==> src/rtl/gbe_rx_eof_counter.sv <==
// RX frame statistics for the 10GbE user interface: good/bad frame counters,
// last and maximum frame length in 64-bit words, and a sticky overflow flag.
module gbe_rx_eof_counter #(
  parameter int unsigned CTR_WIDTH = 32,
  parameter int unsigned LEN_WIDTH = 16,
  parameter bit          SATURATE  = 1'b0
) (
  input  logic                 user_clk,
  input  logic                 user_rst_n,
  input  logic                 rx_valid,
  input  logic                 rx_eof,
  input  logic                 rx_bad_frame,
  input  logic                 ctr_en,
  input  logic                 ctr_clr,
  output logic [CTR_WIDTH-1:0] eof_count,
  output logic [CTR_WIDTH-1:0] bad_count,
  output logic [LEN_WIDTH-1:0] last_len,
  output logic [LEN_WIDTH-1:0] max_len,
  output logic                 ctr_ovf
);

  localparam logic [0:0] IDLE     = 1'b0;
  localparam logic [0:0] IN_FRAME = 1'b1;

  localparam logic [CTR_WIDTH-1:0] CTR_ONE = {{(CTR_WIDTH-1){1'b0}}, 1'b1};
  localparam logic [LEN_WIDTH-1:0] LEN_ONE = {{(LEN_WIDTH-1){1'b0}}, 1'b1};

  logic [0:0]           state;
  logic [LEN_WIDTH-1:0] word_cnt;
  logic [LEN_WIDTH-1:0] word_cnt_inc;
  logic [LEN_WIDTH-1:0] frame_len;
  logic                 any_eof;
  logic                 good_eof;
  logic                 bad_eof;
  logic [CTR_WIDTH-1:0] eof_next;
  logic [CTR_WIDTH-1:0] bad_next;
  logic                 eof_at_max;
  logic                 bad_at_max;

  assign any_eof  = rx_valid & rx_eof;
  assign good_eof = any_eof & ~rx_bad_frame;
  assign bad_eof  = any_eof &  rx_bad_frame;

  // word_cnt sticks at all-ones so oversize frames report the maximum length
  assign word_cnt_inc = (&word_cnt) ? word_cnt : word_cnt + LEN_ONE;
  assign frame_len    = (state == IDLE) ? LEN_ONE : word_cnt_inc;

  assign eof_at_max = &eof_count;
  assign bad_at_max = &bad_count;
  assign eof_next   = eof_at_max ? (SATURATE ? eof_count : '0) : eof_count + CTR_ONE;
  assign bad_next   = bad_at_max ? (SATURATE ? bad_count : '0) : bad_count + CTR_ONE;

  // Frame FSM is deliberately outside the ctr_clr domain so a frame in
  // flight during a clear is still measured in full.
  // NOTE: sequential state uses non-blocking assignments so every register
  // samples the pre-edge values of its neighbours.
  always_ff @(posedge user_clk or negedge user_rst_n) begin
    if (!user_rst_n) begin
      state    <= IDLE;
      word_cnt <= '0;
    end else if (rx_valid) begin
      if (rx_eof) begin
        state    <= IDLE;
        word_cnt <= '0;
      end else if (state == IDLE) begin
        state    <= IN_FRAME;
        word_cnt <= LEN_ONE;
      end else begin
        word_cnt <= word_cnt_inc;
      end
    end
  end

  always_ff @(posedge user_clk or negedge user_rst_n) begin
    if (!user_rst_n) begin
      eof_count <= '0;
      bad_count <= '0;
      last_len  <= '0;
      max_len   <= '0;
      ctr_ovf   <= 1'b0;
    end else if (ctr_clr) begin
      eof_count <= '0;
      bad_count <= '0;
      last_len  <= '0;
      max_len   <= '0;
      ctr_ovf   <= 1'b0;
    end else begin
      if (any_eof) begin
        last_len <= frame_len;
        if (frame_len > max_len) max_len <= frame_len;
      end
      if (ctr_en && good_eof) begin
        eof_count <= eof_next;
        if (eof_at_max) ctr_ovf <= 1'b1;
      end
      if (ctr_en && bad_eof) begin
        bad_count <= bad_next;
        if (bad_at_max) ctr_ovf <= 1'b1;
      end
    end
  end

endmodule

==> config.mk <==
export PLATFORM = sky130hd
export DESIGN_NAME = gbe_rx_eof_counter
export DESIGN_NICKNAME = d
export VERILOG_FILES = /design/src/rtl/gbe_rx_eof_counter.sv
export SDC_FILE = /design/constraint.sdc
export NUM_CORES = 1
export LEC_CHECK = 0
export BUFFER_PORTS_ARGS = -buffer_cell sky130_fd_sc_hd__buf_2
export CORE_AREA = 4 4 124 126
export DETAILED_ROUTE_END_ITERATION = 16
export DIE_AREA = 0 0 128 130
export HOLD_SLACK_MARGIN = 0.15
export PLACE_DENSITY = 0.59
export SYNTH_ARGS = -nofsm -noshare
export SYNTH_HDL_FRONTEND = slang
export SYNTH_SLANG_ARGS = --single-unit
==> constraint.sdc <==
create_clock -name user_clk -period 5.4 [get_ports user_clk]
set_input_delay 0.27 -clock user_clk [delete_from_list [all_inputs] [get_ports user_clk]]
set_output_delay 0.27 -clock user_clk [all_outputs]
set_load 0.01 [all_outputs]
==> results.toml <==
[timing]
fmaxAchievable_mhz = 239.3
finalSetupViolations = 0
fin_skew_ps = 13.31
report.final.slew_viol_count = 0
setup_repair_after_global_routing_missed_its_margin = "no"
final_hold_viol_count = 0
finalWorstSetupSlack_ps = 1221
hold_slack_ps = 327.6
fin_setup_tns_ps = 0
timing.final.crit_period_ps = 4180
max-slew-margin-rel = 0.2562
tightest_slew_ps = 1106
period_share = 0.7740

[routing]
drt-pass1-iter-count = 5
drcViolationCount = 0
wl_mm = 15.85
detailroute.via_count = 5271
drt-vias-per-instance = 5.457
antenna_left = 0
detailedRoute.firstIterationViolations = 326
detail_route.wl_per_cell_um = 16.41

[pwr]
total_power_of_the_final_layout_uw = 2105
power.density_cell_area_nw_per_um2 = 286.7
power.ir.vdd_worst_mv = 0.2200
power_leakage_uw = 0.003487

[floorplan]
core_area_um2 = 14310
die-width_um = 128
ioPinCount = 104
dieHeight_um = 130
placement_rows = 44
die_outline_area_um2 = 16640
initial_core_util = 0.4239

[critical_path]
timing.critical_path.cells = "nand4_1, nor4_2, nor4_1, mux2_2, inv_1, ha_1, nand2_1, or3_4, o31ai_4, a2111oi_0, nor2_2, o2bb2ai_1"
cp_max_fo = 16
crit-reg2reg-launch = "word_cnt[8]"
element_type_at_the_critical_path_end = "flip-flop"
worst_r2r_path_depth = 12
r2r_setup_slack_ps = 1220
regToRegEndpoint = "max_len[6]"
startpoint_type = "flip-flop"
worst_path_max_delay_cell = "nor4_2"
worst-path-buf-inv = 1
critical_path_start_end_classification = "flip-flop to flip-flop"
cp_slowest_stage_delay_ps = 890
worstPathArrival_ps = 4450
critical-path-top-delay-family = "simple AND/OR/NAND/NOR gates"
crit_required_ps = 5670

[synthesis]
ys_ff_latch = 114
count_of_mapped_cells_out_of_synthesis = 665
yosys.area_share.adder = 0.03918
synth-edff-count = 0
combinational_family_with_the_most_area_after_synthesis = "simple AND/OR/NAND/NOR gates"
async_flop_share = 1.000
postSynthAreaPerCell_um2 = 9.123
synth.net_count = 691
synth_xor_area_frac = 0.07362
synth.mux.area_fraction = 0.01959
post_synth_num_cell_types = 55
ys_dominant_reg_cell = "dfrtp_1"
synth.yosys.seq_area_share = 0.4702
netlist_area_um2 = 6067
synth-compound-area-share = 0.1079
synthSimpleGateAreaFrac = 0.2411
yosys-top-cells-area = "dfrtp_1 47%, nand2_1 5.5%, xor2_1 4.8%"
post-synth-top-area-fraction = 0.4702
yosys_warnings = 0
synth.largest_area_cell = "dfrtp_1"

[grt]
grt_pass1_vias = 5219
grt_overflow = 0
largest_net_degree_at_the_start_of_global_routing = 59
grt_pass1_wl_mm = 26.03
grt_use_total = 0.1967
grt_antenna_before_repair = 0

[clock_tree]
max-clock-path-buffers = 2
tritoncts_clock_tree = "yes"
cts_buffers = 17
worst_skew_pair.late_latency_ps = 420
cts.sink_count = 114
clock_tree.htree_level_count = 4
post-cts-setup-buffers = 0
clkTransAtPathRegs_ps = 50
root_buffer = "clkbuf_16"

[final_layout]
most-common-layout-cells = "114 x dfrtp_1, 102 x buf_2, 89 x nand2_1"
final_common_cell = "dfrtp_1"
drive_above_1_share = 0.1969
antenna_cells_inserted = 0
areaGrowthSynthToFinish_pct = 21.01
final_net_count = 795
layout.core_utilization = 0.5129

[worst_hold_path]
hold_class = "input port to flip-flop"
worstHoldEndpoint = "state"
min-delay-start = "rx_valid"
hold_depth = 3

[placed_design]
portBuffers = 103
post-dp-hpwl_mm = 11.33
gp_congestion = 0.8707
place_worst_setup_slack_ps = 1240

[status]
result_of_the_run = "finished clean"

[run]
maxCapViolations = 0
[cell usage after synthesis (2+ instances only)]
cell / instances
and2_1: 3
mux2_2: 7
buf_2: 7
inv_1: 51
nor2_1: 75
and3_1: 12
o211ai_1: 2
nand4_1: 16
o2bb2ai_1: 16
mux2i_1: 4
nor2b_1: 3
a211oi_1: 4
nand3_1: 45
nor4_1: 9
nand2b_1: 5
buf_4: 3
o22ai_1: 16
dfrtp_1: 114
a21o_1: 3
nand2_1: 89
clkbuf_1: 10
buf_1: 2
ha_1: 19
xor2_1: 33
a22o_1: 2
nor4_2: 2
a21oi_1: 30
nor3_1: 11
or2_2: 3
o31ai_1: 2
or3_1: 10
xnor2_1: 18
o21ai_0: 11
and4_1: 7
[where the power goes]
group          leakage (uW)  switching (uW)  internal [uW]
combinational       0.00161            72.7           25.9
clock              0.000286             391            746
sequential          0.00159            9.87            861
[metrics by stage]
| stage | area (um^2) | cells |
|---|---|---|
| finish | 7342 | 966 |
| CTS | 7342 | 966 |
| global placement | 6735 | 933 |
| floorplan | 6067 | 665 |
| detailed placement | 6735 | 933 |
| global route | 7342 | 966 |
[per-layer routing]
metal	vias to the layer above	wire length [um]	global-route usage	share of wire
li1	2517	-	-	-
met1	2602	7012	0.2540	0.44
met2	128	7849	0.3232	0.50
met3	24	681	0.04871	0.043
met4	0	307	0.07116	0.019
met5	-	0	0	0
[cell families after synthesis]
| kind of cell | Yosys count |
|---|---|
| and+or+nand+nor | 300 |
| xor gates and xnor gates | 51 |
| adders and majority gates | 19 |
| buffers and inverters | 73 |
| AOI/OAI and AO/OA | 97 |
| DFF | 114 |
| muxes | 11 |
[tightest hold or removal path: stages]
cell	delay [ps]
buf_2	240
nor2_1	140
nor2_1	50
[state kept, by name, summed over array words and instances, names as in the netlist]
signal / count
state: 1
word_cnt: 16
bad_count: 32
max_len: 16
ctr_ovf: 1
last_len: 16
eof_count: 32
[how the worst max path moves through the flow]
stage | startpoint | end | slack [ps] | cells after the start
finish | word_cnt[8] | max_len[6] | 1220 | 12
global route | word_cnt[0] | max_len[6] | 890 | 13
floorplan | word_cnt[0] | max_len[10] | 1990 | 15
CTS | word_cnt[0] | max_len[6] | 1230 | 13
global placement | word_cnt[0] | max_len[10] | 1410 | 13
detailed placement | word_cnt[0] | max_len[13] | 1240 | 13
[final cells by class]
cell class	instances	area, um^2
fill	1393	6972
multi-input combinational	478	2920
sequential	114	2853
timing repair buffer	107	550.5
clock buffer	22	464.2
tap	184	230.2
inverter	51	191.4
clock inverter	10	132.6
[timing repair]
item                                   in CTS  in global routing
gates resized for setup                     0                  0
hold buffers                                1                  0
endpoints found under the hold margin      56                  0
setup endpoints to repair                   0                  0
Power figures use the tool's default switching activity.
